**config.mk**
```make
export PLATFORM = sky130hd
export DESIGN_NAME = pampy_program_loader
export DESIGN_NICKNAME = d
export VERILOG_FILES = /design/src/rtl/pampy_pkg.sv /design/src/rtl/pampy_program_loader.sv
export SDC_FILE = /design/constraint.sdc
export NUM_CORES = 1
export LEC_CHECK = 0
export CORE_MARGIN = 4
export CORE_UTILIZATION = 25
export CTS_CLUSTER_DIAMETER = 100
export DETAILED_ROUTE_END_ITERATION = 12
export PLACE_DENSITY = 0.39
export SYNTH_ARGS = -nofsm -noshare
export SYNTH_HDL_FRONTEND = slang
export SYNTH_SLANG_ARGS = --single-unit
```
**constraint.sdc**
```tcl
create_clock -name general_clk -period 4.4 [get_ports general_clk]
set_input_delay 1.32 -clock general_clk [delete_from_list [all_inputs] [get_ports general_clk]]
set_output_delay 1.32 -clock general_clk [all_outputs]
set_load 0.05 [all_outputs]
```
**src/rtl/pampy_pkg.sv**
```systemverilog
// Shared pamPy definitions: datapath widths, loader frame header and loader FSM states.
package pampy_pkg;

  localparam int PAMPY_DATA_WIDTH        = 8;
  localparam int PAMPY_ADDR_WIDTH        = 12;
  localparam int PAMPY_INSTRUCTION_WIDTH = 16;

  localparam logic [PAMPY_DATA_WIDTH-1:0] PAMPY_HEADER = 8'hA5;

  typedef enum logic [3:0] {
    ST_IDLE,
    ST_LEN_HI,
    ST_LEN_LO,
    ST_INSTR,
    ST_ARG,
    ST_WRITE,
    ST_CSUM,
    ST_DONE,
    ST_ERROR
  } loader_state_t;

endpackage

```
**src/rtl/pampy_program_loader.sv**
```systemverilog
// Framed byte-stream loader into pamPy program memory; MEM_WE and status outputs follow the accepting edge by one cycle.
// Backpressure: IN_READY drops for the whole WRITE state, which is held while MEM_BUSY is high.
module pampy_program_loader
  import pampy_pkg::*;
#(
  parameter int GENERAL_DATA_WIDTH        = PAMPY_DATA_WIDTH,
  parameter int GENERAL_ADDR_WIDTH        = PAMPY_ADDR_WIDTH,
  parameter int GENERAL_INSTRUCTION_WIDTH = PAMPY_INSTRUCTION_WIDTH
) (
  input  logic                                 general_clk,
  input  logic                                 general_reset,
  input  logic [GENERAL_DATA_WIDTH-1:0]        IN_DATA,
  input  logic                                 IN_VALID,
  output logic                                 IN_READY,
  input  logic                                 MEM_BUSY,
  output logic                                 MEM_WE,
  output logic [GENERAL_ADDR_WIDTH-1:0]        MEM_ADDR,
  output logic [GENERAL_INSTRUCTION_WIDTH-1:0] MEM_WDATA,
  output logic                                 CORE_RESET_OUT,
  output logic                                 LOAD_DONE,
  output logic                                 LOAD_ERROR
);

  localparam int DW = GENERAL_DATA_WIDTH;
  localparam int AW = GENERAL_ADDR_WIDTH;
  localparam int CW = 2 * GENERAL_DATA_WIDTH;
  // One extra bit so a full memory's worth of words (2^AW) is representable.
  localparam logic [CW:0] MAX_WORDS = (CW + 1)'(1) << AW;

  loader_state_t state_q, state_n;

  logic [DW-1:0]                        len_hi_q;
  logic [DW-1:0]                        instr_q;
  logic [DW-1:0]                        csum_q;
  logic [CW-1:0]                        remain_q;
  logic [AW-1:0]                        addr_q;
  logic [GENERAL_INSTRUCTION_WIDTH-1:0] wdata_q;
  logic                                 core_reset_q;
  logic                                 done_q;
  logic                                 error_q;

  logic          accept;
  logic          is_header;
  logic [CW-1:0] len_word;
  logic [DW-1:0] csum_next;
  logic          len_too_big;

  assign IN_READY    = (state_q != ST_WRITE);
  assign accept      = IN_VALID && IN_READY;
  assign is_header   = (IN_DATA == PAMPY_HEADER);
  assign len_word    = {len_hi_q, IN_DATA};
  assign csum_next   = csum_q + IN_DATA;
  assign len_too_big = ({1'b0, len_word} > MAX_WORDS);

  assign MEM_WE         = (state_q == ST_WRITE);
  assign MEM_ADDR       = addr_q;
  assign MEM_WDATA      = wdata_q;
  assign CORE_RESET_OUT = core_reset_q;
  assign LOAD_DONE      = done_q;
  assign LOAD_ERROR     = error_q;

  always_ff @(posedge general_clk or posedge general_reset) begin
    if (general_reset) begin
      state_q <= ST_IDLE;
    end else begin
      state_q <= state_n;
    end
  end

  always_comb begin
    state_n = state_q;
    case (state_q)
      ST_IDLE, ST_DONE, ST_ERROR: begin
        if (accept && is_header) state_n = ST_LEN_HI;
      end
      ST_LEN_HI: begin
        if (accept) state_n = ST_LEN_LO;
      end
      ST_LEN_LO: begin
        if (accept) begin
          if (len_too_big)        state_n = ST_ERROR;
          else if (len_word == '0) state_n = ST_CSUM;
          else                    state_n = ST_INSTR;
        end
      end
      ST_INSTR: begin
        if (accept) state_n = ST_ARG;
      end
      ST_ARG: begin
        if (accept) state_n = ST_WRITE;
      end
      ST_WRITE: begin
        if (!MEM_BUSY) state_n = (remain_q == CW'(1)) ? ST_CSUM : ST_INSTR;
      end
      ST_CSUM: begin
        if (accept) state_n = (csum_next == '0) ? ST_DONE : ST_ERROR;
      end
      default: state_n = ST_IDLE;
    endcase
  end

  always_ff @(posedge general_clk or posedge general_reset) begin
    if (general_reset) begin
      len_hi_q     <= '0;
      instr_q      <= '0;
      csum_q       <= '0;
      remain_q     <= '0;
      addr_q       <= '0;
      wdata_q      <= '0;
      core_reset_q <= 1'b1;
      done_q       <= 1'b0;
      error_q      <= 1'b0;
    end else begin
      case (state_q)
        ST_IDLE, ST_DONE, ST_ERROR: begin
          if (accept && is_header) begin
            core_reset_q <= 1'b1;
            done_q       <= 1'b0;
            error_q      <= 1'b0;
            addr_q       <= '0;
            csum_q       <= '0;
          end
        end
        ST_LEN_HI: begin
          if (accept) begin
            len_hi_q <= IN_DATA;
            csum_q   <= csum_next;
          end
        end
        ST_LEN_LO: begin
          if (accept) begin
            remain_q <= len_word;
            csum_q   <= csum_next;
            if (len_too_big) error_q <= 1'b1;
          end
        end
        ST_INSTR: begin
          if (accept) begin
            instr_q <= IN_DATA;
            csum_q  <= csum_next;
          end
        end
        ST_ARG: begin
          if (accept) begin
            wdata_q <= {instr_q, IN_DATA};
            csum_q  <= csum_next;
          end
        end
        ST_WRITE: begin
          if (!MEM_BUSY) begin
            addr_q   <= addr_q + AW'(1);
            remain_q <= remain_q - CW'(1);
          end
        end
        ST_CSUM: begin
          if (accept) begin
            if (csum_next == '0) begin
              core_reset_q <= 1'b0;
              done_q       <= 1'b1;
            end else begin
              error_q <= 1'b1;
            end
          end
        end
        default: ;
      endcase
    end
  end

endmodule
```
After elaboration in Yosys (flattened, before gate mapping)
Index checks and enable logic that the tools add are counted.
Storage, ports and cells
  register bits after elaboration: 75
  word-level logic and storage cells: 91
  input bits: 12
Cells by class
  add/sub/neg operators: 3
  eq/ne operators: 22
  $lt $le $gt $ge: 1
  reductions and logical operators: 21
  mux-type cells: 34
Operator list (number)
  $mux W4: 9
  $mux W16: 2
  $pmux W16 S2: 1
  $pmux W4 S7: 1
  $mux W12: 2
  $pmux W12 S2: 1
  $ne A2 B2 Y1 const B: 10
  $eq A16 B1 Y1 const B: 1
  $eq A4 B3 Y1 const B: 4
  $gt A16 B13 Y1 const B: 1
  $logic_not A16 Y1: 1
  $mux W8: 2
  $pmux W8 S2: 1
  $sub A16 B1 Y16 const B: 1
  $add A12 B1 Y12 const B: 1
  $mux W1: 10
  $reduce_and A3 Y1: 3
  $add A8 B8 Y8: 1
  $eq A4 B2 Y1 const B: 2
  $eq A8 B8 Y1 const B: 1
  $logic_not A8 Y1: 1
  $reduce_bool A2 Y1: 4
  $reduce_and A7 Y1: 1
  $mux W3: 2
  14 further kinds: 18

Depth between registers and ports, before layout
  depth after elaboration: 5
  gate-level depth with buffers: 9
  mapped depth without buffers: 8

Least setup slack after synthesis
OpenSTA, ideal clock, no wires.
  kind: input to register
  start: in IN_DATA[0]
  end: reg error_q, in the netlist LOAD_ERROR
  buffers on the path: 0
  stages on the path: 8
  required time: 4279 ps
  setup time: 121 ps
  slack: 1022 ps
  arrival time: 3257 ps
  cell sequence: ha_1 > fa_1 > a21o_1 > a21oi_1 > xnor2_1 > or4_1 > nand4bb_4 > a22o_1
On the way
  word-level cells in the longest chain between the ends: 4
RTL lines
  from (decl): RTL line pampy_program_loader.sv:12  | input logic [GENERAL_DATA_WIDTH-1:0] IN_DATA,
  $add A8 B8 Y8 or $eq A8 B8 Y1 (tied branches): RTL line pampy_program_loader.sv:52, pampy_program_loader.sv:50
  $logic_not A8 Y1 or $logic_and A1 B1 Y1 (tied branches): RTL line pampy_program_loader.sv:157, pampy_program_loader.sv:116
  $ne A2 B2 Y1 (no line)
  $reduce_and A6 Y1 (no line) (*)
  to (signal assigned): RTL line pampy_program_loader.sv:112  | error_q <= 1'b0;
  to (signal assigned): RTL line pampy_program_loader.sv:119  | error_q <= 1'b0;
  to (signal assigned): RTL line pampy_program_loader.sv:161  | error_q <= 1'b1;
  to (decl): RTL line pampy_program_loader.sv:40  | logic error_q;
Every way passes the cells marked *; elsewhere a longest branch is shown, timed or not.
A chain may end at the register's enable or synchronous reset.

Worst setup path after layout
Same ends and word-level chain as after synthesis.

==> impl_metrics.env <==
export IMPL_outcome="finished, final reports clean"
export IMPL_max_slew_margin_rel_pct=53.71
export IMPL_post_cts_buffers=0
export IMPL_cts_max_level=3
export IMPL_grt_max_degree=49
export IMPL_cts_sinks=75
export IMPL_grt_busiest_layer="met2"
export IMPL_track_usage_pct=12.65
export IMPL_endpoint_kind="flop"
export IMPL_cp_num_buf_inv=1
export IMPL_yosysWarnings=0
export IMPL_final_common_cell="dfrtp_1"
export IMPL_power_mw=3.504
export IMPL_ios=45
export IMPL_start_util_pct=25.84
export IMPL_drtIter0Drc=149
export IMPL_place_congestion=0.7800
export IMPL_grt_overflow_total=0
export IMPL_synth_cell_type_count=61
export IMPL_num_rows=45
export IMPL_die_area_um2=18030
export IMPL_cts_tree="built"
export IMPL_met3_usage_pct=3.038
export IMPL_ant_nets=0
export IMPL_post_place_ws_ps=375.1
export IMPL_cts_inserted_buffers=9
export IMPL_synth_top_flop_cell="dfrtp_1"
export IMPL_gr_usage_met2_pct=19.97
export IMPL_drt_pre_antenna_iters=5
export IMPL_netlist_area_um2=3986
export IMPL_fin_nets=457
export IMPL_die_x_um=134.3
export IMPL_cp_slowest_cell="or4_1"
export IMPL_internal_power_mw=2.008
export IMPL_cts_resized_gates=0
export IMPL_fp_coreArea_um2=15430
export IMPL_num_antenna_cells=0
export IMPL_avgRoutedWirePerCell_um=16.89
export IMPL_vias_per_cell=4.872
export IMPL_setup_violations=0
export IMPL_p_sw_mw=1.496
export IMPL_power_frac_clock_pct=19.8
export IMPL_p_per_area_nw_per_um2=701.9
export IMPL_synth_avg_cell_area_um2=10.49
export IMPL_syn_inst=380
export IMPL_clk_path_buf_depth=2
export IMPL_drc=0
export IMPL_worstPathRequired_ps=4640
export IMPL_swShare_pct=42.69
export IMPL_p_leak_nw=2.026
export IMPL_antenna_found_initial=0
export IMPL_max_freq_mhz=272.5
export IMPL_p_seq_share_pct=35.8
export IMPL_cts_hold_fix_buffers=0
export IMPL_tightest_slew_ps=691.3
export IMPL_hold_class="reg2reg"
export IMPL_synthArstFlopShare_pct=100.0
export IMPL_port_buffers=44
export IMPL_rsz0062_at_grt="no"
export IMPL_vias=3167
export IMPL_drive_above_1_share_pct=18.22
export IMPL_cpPeakStageDelay_ps=470
export IMPL_dp_cells=634
export IMPL_ys_ff_latch=75
export IMPL_synth_fp_nets=403
export IMPL_vdd_drop_max_mv=0.3979
export IMPL_first_global_vias=3197
export IMPL_setup_tns_ps=0
export IMPL_clock_skew_ps=5.506
export IMPL_maxCapViolCount=0
export IMPL_synth_edf_count=0
export IMPL_holdWs_ps=500.4
export IMPL_mostFrequentLayoutCells="dfrtp_1, clkdlybuf4s50_1, mux2_2"
export IMPL_grt_pass1_wl_um=17890
export IMPL_critPathKind="in2reg"
export IMPL_crit_path_start_kind="input port"
export IMPL_drv_slew=0
export IMPL_use_met1_pct=17.03
export IMPL_dp_final_hpwl_um=7824
export IMPL_layoutNonFillerInstCount=650
export IMPL_clk_latency_ps=350
export IMPL_crit_chain="clkdlybuf4s50_1 > ha_1 > fa_1 > a21o_1 > a21oi_1 > xnor2_1 > or4_1 > nand4bb_4 > a22o_1"
export IMPL_hold_violations=0
export IMPL_area_delta_synth_final_pct=25.24
export IMPL_cp_max_fo=7
export IMPL_die_y_um=134.3
export IMPL_crit_family="simple AND/OR/NAND/NOR gates"
export IMPL_fin_crit_ps=3670
export IMPL_seq_area_frac_synth_pct=47.11
export IMPL_timing_final_ws_setup_ps=730.3
export IMPL_critPathArrivalTime_ps=3900
export IMPL_fin_crit_sh_pct=83.40
export IMPL_wirelength_um=10980
export IMPL_root_buffer="clkbuf_16"
export IMPL_clkSlewWorstSetupHoldPaths_ps=60
export IMPL_p_comb_share_pct=44.4
## path summary, 6_finish.rpt
check                      slack (ps)                      from                       end  depth (start not counted)
setup / recovery                  730                IN_DATA[0]    LOAD_ERROR$_DFFE_PP0P_                          9
hold / removal                    500  remain_q[13]$_DFFE_PP0P_  remain_q[13]$_DFFE_PP0P_                          1
setup reg to reg                 1520    state_q[0]$_DFFE_PP0P_    state_q[2]$_DFFE_PP0P_                          8
hold reg to reg                   500  remain_q[13]$_DFFE_PP0P_  remain_q[13]$_DFFE_PP0P_                          1
max in group asynchronous        2320             general_reset   remain_q[3]$_DFFE_PP0P_                          3
min in group asynchronous        1390             general_reset   MEM_ADDR[2]$_DFFE_PP0P_                          2
## power groups by stage
stage | Clock (mW) | Sequential [mW] | Combinational, mW
2_1_floorplan | 0 | 1.43 | 0.943
3_3_place_gp | 0 | 1.26 | 1.57
3_5_place_dp | 0 | 1.26 | 1.57
4_1_cts | 0.724 | 1.25 | 1.57
5_1_grt | 0.741 | 1.30 | 1.71
6_report | 0.694 | 1.25 | 1.56
## worst register-to-register path, stage by stage (launching register included)
cell	delay [ps]
dfrtp_1	570
nor4bb_4	460
buf_4	360
clkinv_4	270
and4_1	270
o21ai_1	240
a32oi_2	250
o211ai_1	180
o221ai_1	130
## Yosys cell counts, types with 3 or more instances
master,count,area (um2)
o2bb2ai_1,3,26.28
nand3_1,13,65.06
and3_1,3,18.77
buf_2,3,15.01
a211oi_1,3,22.52
nand2_1,24,90.09
or3_1,3,18.77
dfrtp_1,74,1852
o211ai_1,3,22.52
nor2b_1,5,31.28
a21oi_1,23,115.1
o32ai_1,3,26.28
nand2b_1,3,18.77
inv_1,8,30.03
nand4_1,3,18.77
ha_1,10,125.1
nor4_1,8,50.05
o21ai_1,4,20.02
o22a_1,4,35.03
nor2_1,32,120.1
a31oi_1,7,43.79
o21ai_0,29,145.1
mux2_2,33,371.6
a22oi_1,3,22.52
xnor2_1,6,52.55
a22o_1,7,61.31
clkbuf_1,8,30.03
xor2_1,10,87.58
nor3_1,8,40.04
## sequential cells by signal (all words and copies together), names as in the netlist
signal / flops
state_q: 4
LOAD_ERROR: 1
instr_q: 8
remain_q: 16
LOAD_DONE: 1
MEM_WDATA: 16
len_hi_q: 8
CORE_RESET_OUT: 1
csum_q: 8
MEM_ADDR: 12
## layer usage
metal,up-vias,routed length [um]
met1,1585,5341
met3,13,390
li1,1514,-
met5,-,0
met2,55,5085
met4,0,161
## cells by family (layout without fill, tap and decap cells)
kind of cell | Yosys count | in the layout | synth area share, %
muxes | 34 | 34 | 9.573
DFF | 75 | 75 | 47.11
buffers and inverters | 24 | 83 | 2.950
adders and majority gates | 11 | 11 | 3.641
and+or+nand+nor | 117 | 117 | 16.51
xor gates and xnor gates | 16 | 16 | 3.515
AOI/OAI and AO/OA | 103 | 103 | 16.70
## final cells by class
cell class | count | area (um2)
fillers | 1613 | 10440
multi-input cells | 281 | 1991
flip-flops and latches | 75 | 1878
repair buffers | 57 | 548.0
well taps | 211 | 264.0
clock buffers | 10 | 229.0
inverters | 10 | 42.54
clock inverters | 6 | 40.04
## metrics by stage
stage                     instance area (um2)  utilization (%)
after floorplan                          3986                -
after global placement                   4723            30.62
after detailed placement                 4723            30.62
after CTS                                4992            32.36
after global routing                     4992            32.36
final                                    4992            32.36
Note: power is estimated with default switching activity, not from simulation.
